[src/rtl/pwm_duty_ramp.sv]
// Slew-limited duty controller feeding pwm_module: accepts a clamped target and
// walks duty toward it in programmable steps, changing only on PWM period boundaries.
module pwm_duty_ramp #(
  parameter int bit_width      = 10,
  parameter int PRESCALE_WIDTH = 8
) (
  input  logic                      clk,
  input  logic                      rst,
  input  logic [bit_width-1:0]      target_duty,
  input  logic                      target_valid,
  output logic                      target_ready,
  input  logic [bit_width-1:0]      max_value,
  input  logic [bit_width-1:0]      step,
  input  logic [PRESCALE_WIDTH-1:0] periods_per_step,
  output logic [bit_width-1:0]      duty,
  output logic                      period_tick,
  output logic                      busy
);

  localparam int W1 = bit_width + 1;

  typedef enum logic {IDLE = 1'b0, RAMP = 1'b1} state_t;

  state_t                    state, state_nxt;
  logic                      run;
  logic [bit_width-1:0]      cnt;
  logic [bit_width-1:0]      tgt, tgt_nxt;
  logic [bit_width-1:0]      duty_r, duty_nxt;
  logic [PRESCALE_WIDTH-1:0] pcnt, pcnt_nxt;
  logic [bit_width-1:0]      tgt_clamped;
  logic                      boundary;
  logic                      accept;

  // Saturate a request to max_value+1 (100% duty). The result never exceeds
  // the request itself, so it always fits in bit_width bits.
  function automatic logic [bit_width-1:0] clamp_target(
    input logic [bit_width-1:0] req,
    input logic [bit_width-1:0] top
  );
    logic [bit_width:0] lim;
    logic [bit_width:0] req_w;
    lim   = {1'b0, top} + W1'(1);
    req_w = {1'b0, req};
    if (req_w > lim) return lim[bit_width-1:0];
    return req;
  endfunction

  // One slew step toward the target; lands exactly on it when within reach,
  // so the result always lies between cur and tgt (no wrap, no overshoot).
  function automatic logic [bit_width-1:0] step_toward(
    input logic [bit_width-1:0] cur,
    input logic [bit_width-1:0] dst,
    input logic [bit_width-1:0] step_sz
  );
    logic [bit_width:0] c, t, s, d, r;
    c = {1'b0, cur};
    t = {1'b0, dst};
    s = (step_sz == '0) ? W1'(1) : {1'b0, step_sz};
    d = (t >= c) ? (t - c) : (c - t);
    if (d <= s)     r = t;
    else if (t > c) r = c + s;
    else            r = c - s;
    return r[bit_width-1:0];
  endfunction

  assign boundary     = (cnt >= max_value);
  assign target_ready = (state == IDLE) && run;
  assign busy         = (state == RAMP);
  assign accept       = target_ready && target_valid;
  assign tgt_clamped  = clamp_target(target_duty, max_value);
  assign duty         = duty_r;

  always_comb begin
    state_nxt = state;
    tgt_nxt   = tgt;
    duty_nxt  = duty_r;
    pcnt_nxt  = pcnt;
    case (state)
      IDLE: begin
        if (accept) begin
          tgt_nxt  = tgt_clamped;
          pcnt_nxt = '0;
          if (tgt_clamped != duty_r) state_nxt = RAMP;
        end
      end
      RAMP: begin
        if (boundary) begin
          if (pcnt != periods_per_step) begin
            pcnt_nxt = pcnt + PRESCALE_WIDTH'(1);
          end else begin
            pcnt_nxt = '0;
            duty_nxt = step_toward(duty_r, tgt, step);
            if (duty_nxt == tgt) state_nxt = IDLE;
          end
        end
      end
      default: state_nxt = IDLE;
    endcase
  end

  // run holds target_ready low through reset and for the release edge itself.
  always_ff @(posedge clk) begin
    if (rst) begin
      state       <= IDLE;
      run         <= 1'b0;
      cnt         <= '0;
      pcnt        <= '0;
      period_tick <= 1'b0;
      duty_r      <= '0;
    end else begin
      state       <= state_nxt;
      run         <= 1'b1;
      cnt         <= boundary ? '0 : cnt + bit_width'(1);
      pcnt        <= pcnt_nxt;
      period_tick <= boundary;
      duty_r      <= duty_nxt;
    end
  end

  always_ff @(posedge clk) begin
    tgt <= tgt_nxt;
  end

endmodule
[config.mk]
export PLATFORM = sky130hd
export DESIGN_NAME = pwm_duty_ramp
export DESIGN_NICKNAME = d
export VERILOG_FILES = /design/src/rtl/pwm_duty_ramp.sv
export SDC_FILE = /design/constraint.sdc
export NUM_CORES = 1
export LEC_CHECK = 0
export BUFFER_PORTS_ARGS = -buffer_cell sky130_fd_sc_hd__buf_2
export CAP_MARGIN = 15
export CORE_MARGIN = 2
export CORE_UTILIZATION = 54
export CTS_BUF_LIST = sky130_fd_sc_hd__clkbuf_8
export CTS_CLUSTER_DIAMETER = 200
export DETAILED_ROUTE_END_ITERATION = 10
export PLACE_DENSITY_LB_ADDON = 0.3
export SYNTH_ARGS = -nofsm -noshare
export SYNTH_HDL_FRONTEND = slang
export SYNTH_SLANG_ARGS = --single-unit
[constraint.sdc]
create_clock -name clk -period 9 [get_ports clk]
set_input_delay 0.45 -clock clk [delete_from_list [all_inputs] [get_ports clk]]
set_output_delay 0.45 -clock clk [all_outputs]
set_load 0.01 [all_outputs]
==> summary.txt, run 1 <==
Status
  • Status: completed

Synthesis
  • Area share of fa/ha/maj cells after synthesis: between 10% and 20%
  • Number of enable flip-flop cells after synthesis: 10
  • Syn Area/Cell: 8.08 µm²
  • Post-Synth Simple-Gate Area: between 10% and 20%
  • #FFs+latches synth: slightly above 40
  • Share of the yosys chip area belonging to registers: between 15 and 20%
  • Post-synth ARST share: 0%
  • Multiplexer share of the synthesized area: between 4 and 5%
  • Yosys Warn Count: 0
  • Most used flip-flop cell after synthesis: dfxtp_1
  • Post-Synthesis Cells: a little under 600
  • Post-Synth XOR/XNOR Area: 12.1%
  • Syn Std Cell Area: around 4800 µm²
  • Largest family of logic cells by synthesized area: compound AO/OA/AOI/OAI gates
  • Post-Syn Nets: 695
  • Synth cell types: 70
  • Compound-cell area share of the yosys netlist: between 20 and 25%

Final layout
  • Non-filler cells in the finished layout: 740
  • Number of antenna diodes: 0
  • Share of layout cells above drive strength 1: 12.7%
  • Most frequent cells in the layout: 63 x ha_1, 59 x inv_1, 58 x nor2_1
  • Layout area overhead: 8.82%
  • Most common cell after layout, fill and taps aside: ha_1
  • Nets: about 740

Placed design
  • DP Cell Count: roughly 730
  • GPL Wtd Cong: around 0.99
  • Dpl hpwl: 10.1 mm
  • Port Buffers: 53
  • Place WS: roughly 3300 ps

Power and ir drop
  • Static Leak: between 2 and 2.5 nW
  • PD cells: 111 nW/µm²
  • Peak VDD IR: a little over 0.08 mV
  • Total power: approximately 0.00057 W

Clock network
  • CTS tree: done
  • Longest Clk Path Bufs: 2
  • Clock transition at path regs: ~90 ps
  • Htree depth: 2
  • PostCTS Resize Cnt: 0
  • Hold Buf Count CTS: 0
  • Worst-Skew Late Latency: ~300 ps
  • # clock sinks: 41
  • Clk root buf: clkbuf_8
  • TritonCTS Buffers: 5
  • Post-CTS Setup Bufs: 0

Job
  • Max cap viols: 0

Drt
  • 1st-iter DRT viols: between 200 and 300
  • First drt pass iteration count: 4
  • DRC Markers: 0
  • Post-Route WL: 12.6 mm
  • Detail Route Antenna Nets: 0
  • Via Count: around 4500
  • Wire per inst: between 15 and 20 µm
  • Vias per cell: roughly 6.1

Die
  • Core box area: around 8600 µm²
  • Height of the die: about 100 µm
  • Die area: between 9000 and 10000 µm²
  • Placement Rows: 34
  • I/O pin count: 54
  • Horiz. Die Dim: between 90 and 100 µm
  • Starting Density: 55.0%

STA
  • Fin Setup TNS: 0 ps
  • Max-slew violation count: 0
  • Worst slew pin tran: ~990 ps
  • Finish-stage setup viols: 0
  • RSZ-0062 raised after global routing: no
  • Hold_ws: 474 ps
  • Worst setup margin: about 3100 ps
  • Final worst path period need: 5850 ps
  • Fin. Hold Viols: 0
  • Max Clock Skew: roughly 11 ps
  • FMAX: about 0.17 GHz
  • Rel. slew slack: between 30% and 40%
  • Crit share post-route: ~65%

Worst hold path
  • Worst min path class: register to register

Worst setup path
  • Delay-heaviest family, CP: compound AO/OA/AOI/OAI gates
  • CP endpoint kind: register
  • CP startpoint kind: register
  • Crit path max-delay cell type: nor4_4
  • Cell depth of the worst setup path: 21
  • R2r worst-path depth: 21
  • CP dominant cell by count: a211oi_1
  • Crit. Startpoint: duty[1]$_SDFFE_PP0P_
  • Critical Path AT: slightly above 6000 ps
  • Crit path buffers/inverters: 1
  • Kind of critical path: register to register
  • Crit-path cells: inv_1, ha_1, nor2b_1, o2111ai_1, a211oi_1, nor4_4, mux2_4, a31oi_1, o21ai_2, a21oi_1, xnor2_1, ha_1, and3_1, nand3_1, a21oi_1, a211oi_1, o21a_1, o221ai_2, mux2i_1, nor2_1, a211oi_1
  • Max FO, Critical Path: 17
  • Reg2Reg Setup Slack: 3150 ps
  • CP max stage delay: ~750 ps
  • CP endpoint: duty[2]$_SDFFE_PP0P_
  • Worst R2R End: duty[2]$_SDFFE_PP0P_
  • Critical path required time: 9210 ps
  • R2r startpoint: duty[1]$_SDFFE_PP0P_

GRT
  • Largest net degree at the start of global routing: 21
  • Initial antenna violation count: 0
  • GRT Total Usage: between 20 and 30%
  • Vias in the first global route: around 4300
  • First-pass GRT wire length: 20.6 mm
  • Overflow after GRT: 0
## power by group
part	switching (W)	internal [W]	leakage, nW
combinational	0.000127	0.0000936	1.94
clock	0.0000684	0.0000813	0.0593
sequential	0.00000698	0.000196	0.344
## how the worst min path moves through the flow
| stage | start | endpoint | slack, ps | depth (start not counted) |
|---|---|---|---|---|
| 6_report | cnt[0]$_SDFF_PP0_ | cnt[0]$_SDFF_PP0_ | 470 | 1 |
| 5_1_grt | target_valid | busy$_SDFF_PP0_ | 490 | 3 |
| 4_1_cts | cnt[0]$_SDFF_PP0_ | cnt[0]$_SDFF_PP0_ | 470 | 1 |
| 3_5_place_dp | cnt[0]$_SDFF_PP0_ | cnt[0]$_SDFF_PP0_ | 460 | 1 |
| 3_3_place_gp | cnt[0]$_SDFF_PP0_ | cnt[0]$_SDFF_PP0_ | 440 | 1 |
| 2_1_floorplan | cnt[0]$_SDFF_PP0_ | cnt[0]$_SDFF_PP0_ | 430 | 1 |
## stage by stage
step	area, µm²	utilization [%]
6_report	5170	59.9
5_1_grt	5170	59.9
4_1_cts	5170	59.9
3_5_place_dp	5060	58.6
3_3_place_gp	5060	58.6
2_1_floorplan	4750	-
## per-layer routing
metal	part of all wire (%)	vias up	global-route usage, %	wire length, µm
met5	0	-	0	0
met4	1.7	0	8.33	208
met3	5.9	18	4.15	736
met2	48	158	44.8	6040
met1	44	2121	33.1	5590
li1	-	2202	-	-
## final cells by class
class / count / area (µm²)
clock inverter: 3 / 38.8
fill: 796 / 3460
multi-input combinational: 471 / 3520
tap: 108 / 135
sequential: 41 / 921
inverter: 59 / 221
clock buffer: 5 / 68.8
timing repair buffer: 53 / 265
## sequential cells by signal (all words and copies together) (netlist names)
signal and count:
period_tick 1, run 1, duty 10, busy 1
cnt 10, pcnt 8, tgt 10
## cells in the mapped netlist, types with 11 or more instances
cell | count | share of area [%]
and3_1 | 11 | 1.4
xor2_1 | 28 | 5.2
xnor2_1 | 35 | 6.4
a21oi_1 | 35 | 3.7
ha_1 | 63 | 17
a211oi_1 | 20 | 3.2
nand3_1 | 21 | 2.2
inv_1 | 58 | 4.6
dfxtp_1 | 31 | 13
nor2_1 | 58 | 4.6
mux2i_1 | 15 | 3.2
nand2_1 | 29 | 2.3
o21ai_0 | 17 | 1.8
nor3_1 | 17 | 1.8
## kinds of logic after synthesis
group                    count (synthesis)
buffers and inverters                   76
flip-flops                              41
AO/OA/AOI/OAI                          137
AND/OR/NAND/NOR                        182
multiplexers                            22
XOR/XNOR                                64
adder cells (fa/ha/maj)                 66
## worst register-to-register path, cell delays in order, from the launching register on
cell,delay [ps]
dfxtp_1,590
inv_1,200
ha_1,360
nor2b_1,160
o2111ai_1,270
a211oi_1,160
nor4_4,750
mux2_4,370
a31oi_1,280
o21ai_2,100
a21oi_1,180
xnor2_1,90
ha_1,300
and3_1,150
nand3_1,100
a21oi_1,130
a211oi_1,70
o21a_1,180
o221ai_2,750
mux2i_1,270
nor2_1,60
a211oi_1,240
Power figures use the tool's default switching activity.
==> run 2, diff against run 1 <==
clock period = 4.83 ns   (was 9 ns; I/O delays follow)
==> run 2 against run 1 <==
Compared with the run above: largest cell class unchanged; die area is the same; flip-flop and latch count stayed put; core utilization is 3.1 points higher; register-to-register slack got worse by 3000 ps; global-route usage grew 0.47 points; sequential share of layout area shrank 0.86 points.
==> summary.txt, run 2 (synthesized netlist as in run 1, its figures left out) <==
Status
  • Status: completed (unchanged)

Power and ir drop
  • Flop pwr share: 35.6% (was 35.4%)
  • Switching share of power: 36.0% (was 35.4%)
  • PD cells: 194 nW/µm² (was 111 nW/µm²)
  • Clock power share: 21.7% (was 26.1%)
  • Peak VDD IR: 0.120 mV (was 0.0810 mV)
  • Gate power share: 42.6% (was 38.5%)
  • Internal: 0.000674 W (was 0.000371 W)
  • Static Leak: 2.50 nW (was 2.35 nW)
  • Switching power: 0.000379 W (was 0.000203 W)

Worst setup path
  • Kind of critical path: register to register (unchanged)
  • CP endpoint: duty[2]$_SDFFE_PP0P_ (unchanged)
  • Delay-heaviest family, CP: compound AO/OA/AOI/OAI gates (unchanged)
  • CP max stage delay: 460 ps (was 750 ps)
  • Worst R2R End: duty[2]$_SDFFE_PP0P_ (unchanged)
  • Crit path max-delay cell type: edfxtp_1 (was nor4_4)
  • Critical Path AT: 4850 ps (was 6060 ps)
  • Crit path buffers/inverters: 1 (unchanged)
  • Crit. Startpoint: tgt[6]$_DFFE_PP_ (was duty[1]$_SDFFE_PP0P_)
  • Crit-path cells: ha_2, a21oi_4, o21ai_1, and2_4, nor4_4, mux2_4, a31oi_2, o21ai_2, a21oi_1, xnor2_1, ha_1, and3_1, nand3_1, a21oi_1, a211oi_1, o21a_1, o221ai_2, buf_6, mux2i_1, nor2_1, a211oi_1 (was inv_1, ha_1, nor2b_1, o2111ai_1, a211oi_1, nor4_4, mux2_4, a31oi_1, o21ai_2, a21oi_1, xnor2_1, ha_1, and3_1, nand3_1, a21oi_1, a211oi_1, o21a_1, o221ai_2, mux2i_1, nor2_1, a211oi_1)
  • Reg2Reg Setup Slack: 170 ps (was 3150 ps)
  • Max FO, Critical Path: 16 (was 17)
  • CP endpoint kind: register (unchanged)
  • R2r worst-path depth: 21 (unchanged)
  • R2r startpoint: tgt[6]$_DFFE_PP_ (was duty[1]$_SDFFE_PP0P_)
  • Critical path required time: 5020 ps (was 9210 ps)
  • Cell depth of the worst setup path: 21 (unchanged)
  • CP startpoint kind: register (unchanged)

Final layout
  • Share of layout cells above drive strength 1: 18.2% (was 12.7%)
  • Seq. cell area: 922 µm² (was 921 µm²)
  • Non-filler cells in the finished layout: 772 (was 740)
  • Layout area overhead: 14.5% (was 8.82%)
  • Nets: 771 (was 738)
  • Most frequent cells in the layout: 61 x ha_1, 58 x nor2_1, 58 x inv_1 (was 63 x ha_1, 59 x inv_1, 58 x nor2_1)
  • Area of the multi-input gates: 3560 µm² (was 3520 µm²)
  • Fillers: 754 (was 796)
  • Number of antenna diodes: 0 (unchanged)
  • Most common cell after layout, fill and taps aside: ha_1 (unchanged)

Die
  • Placement Rows: 34 (unchanged)
  • Height of the die: 97.8 µm (unchanged)
  • Core box area: 8640 µm² (unchanged)
  • Horiz. Die Dim: 97.8 µm (unchanged)
  • Starting Density: 55.0% (unchanged)
  • Die area: 9570 µm² (unchanged)
  • I/O pin count: 54 (unchanged)

Drt
  • 1st-iter DRT viols: 324 (was 278)
  • Detail Route Antenna Nets: 0 (unchanged)
  • Via Count: 4599 (was 4499)
  • Post-Route WL: 12.9 mm (was 12.6 mm)
  • Vias per cell: 5.96 (was 6.08)
  • First drt pass iteration count: 5 (was 4)
  • DRC Markers: 0 (unchanged)
  • Wire per inst: 16.7 µm (was 17.0 µm)

Placed design
  • GPL Wtd Cong: 1.07 (was 0.992)
  • DP Cell Count: 762 (was 732)
  • Port Buffers: 53 (unchanged)
  • Dpl hpwl: 10.7 mm (was 10.1 mm)

STA
  • Crit share post-route: 96.4% (was 65.0%)
  • Final worst path period need: 4660 ps (was 5850 ps)
  • Max Clock Skew: 13.8 ps (was 10.6 ps)
  • Finish-stage setup viols: 0 (unchanged)
  • Fin. Hold Viols: 0 (unchanged)
  • FMAX: 0.215 GHz (was 0.171 GHz)
  • Worst slew pin tran: 892 ps (was 985 ps)
  • Fin Setup TNS: 0 ps (unchanged)
  • Rel. slew slack: 40.1% (was 34.3%)
  • Max-slew violation count: 0 (unchanged)

Job
  • Max cap viols: 0 (unchanged)

Clock network
  • # clock sinks: 41 (unchanged)
  • Clock transition at path regs: 90 ps (about the same)
  • Worst-Skew Late Latency: 300 ps (about the same)
  • Htree depth: 2 (unchanged)
  • Longest Clk Path Bufs: 2 (unchanged)
  • TritonCTS Buffers: 5 (unchanged)
  • CTS tree: done (unchanged)
  • Clk root buf: clkbuf_8 (unchanged)

Worst hold path
  • Worst min path class: input port to register (was register to register)

GRT
  • Initial antenna violation count: 0 (unchanged)
  • Vias in the first global route: 4385 (was 4323)
  • GRT Total Usage: 26.4% (was 25.9%)
  • Largest net degree at the start of global routing: 21 (unchanged)
  • First-pass GRT wire length: 20.8 mm (was 20.6 mm)
  • Overflow after GRT: 0 (unchanged)
-- run 2: changes by cell type in the layout (fill, tap and decap cells not counted), sizes merged --
cell,previous run,this run
clkbuf,5,6
clkinv,1,0
bufinv,1,0
buf,53,86
-- run 2: per-stage QoR --
step | hold WS, ps | utilization (%) | setup WS, ps | cell area (µm²) | power, W
5_1_grt | 283 | 63.0 | -3.98 | 5440 | 0.00111
4_1_cts | 275 | 62.3 | 32.3 | 5380 | 0.00104
2_1_floorplan | 314 | - | 182 | 4750 | 0.000688
3_3_place_gp | 437 | 61.3 | 95.6 | 5290 | 0.000796
6_report | 285 | 63.0 | 173 | 5440 | 0.00105
3_5_place_dp | 450 | 61.3 | 6.85 | 5290 | 0.000811
-- run 2: area by class of cell --
| class | instances | area share, % |
|---|---|---|
| Clock buffer | 6 | 1.52 |
| Clock inverter | 1 | 0.115 |
| Inverter | 59 | 4.07 |
| Multi-Input combinational cell | 471 | 65.4 |
| Sequential cell | 41 | 16.9 |
| Tap cell | 108 | 2.48 |
| Timing Repair Buffer | 86 | 9.49 |
-- run 2: how the worst min path moves through the flow --
| stage | from | cells after the start | slack, ps | to |
|---|---|---|---|---|
| after CTS | target_valid | 3 | 280 | busy$_SDFF_PP0_ |
| after global routing | target_valid | 3 | 280 | busy$_SDFF_PP0_ |
| after global placement | cnt[0]$_SDFF_PP0_ | 1 | 440 | cnt[0]$_SDFF_PP0_ |
| final | target_valid | 3 | 280 | busy$_SDFF_PP0_ |
| after detailed placement | cnt[0]$_SDFF_PP0_ | 1 | 450 | cnt[0]$_SDFF_PP0_ |
| after floorplan | rst | 1 | 310 | duty[2]$_SDFFE_PP0P_ |
-- run 2: metal layers --
| metal | wire [µm] | part of all wire (%) | track usage (%) | vias to the layer above |
|---|---|---|---|---|
| met4 | 414 | 3.2 | 10.8 | 0 |
| met1 | 5510 | 43 | 33.6 | 2113 |
| li1 | - | - | - | 2261 |
| met2 | 6100 | 47 | 45.0 | 186 |
| met3 | 862 | 6.7 | 3.58 | 39 |
| met5 | 0 | 0 | 0 | - |
-- run 2: power by group through the flow --
stage	combinational, W	clock [W]	sequential [W]
4_1_cts	0.000431	0.000234	0.000376
3_3_place_gp	0.000413	0	0.000383
3_5_place_dp	0.000428	0	0.000383
6_report	0.000449	0.000229	0.000375
2_1_floorplan	0.000307	0	0.000381
5_1_grt	0.000490	0.000245	0.000377
-- run 2: worst min-delay path, delay by kind of cell --
family	cells	cell delay, ps
AOI/OAI and AO/OA	1	100
buffers and inverters	1	90
and+or+nand+nor	1	100
-- run 2: what timing repair did --
item | CTS | global route
setup endpoints to repair | 1 | 11
hold buffers | 0 | 0
pin swaps | 0 | 3
cloned | 0 | 0
gates resized for setup | 1 | 10
setup buffers | 0 | 3
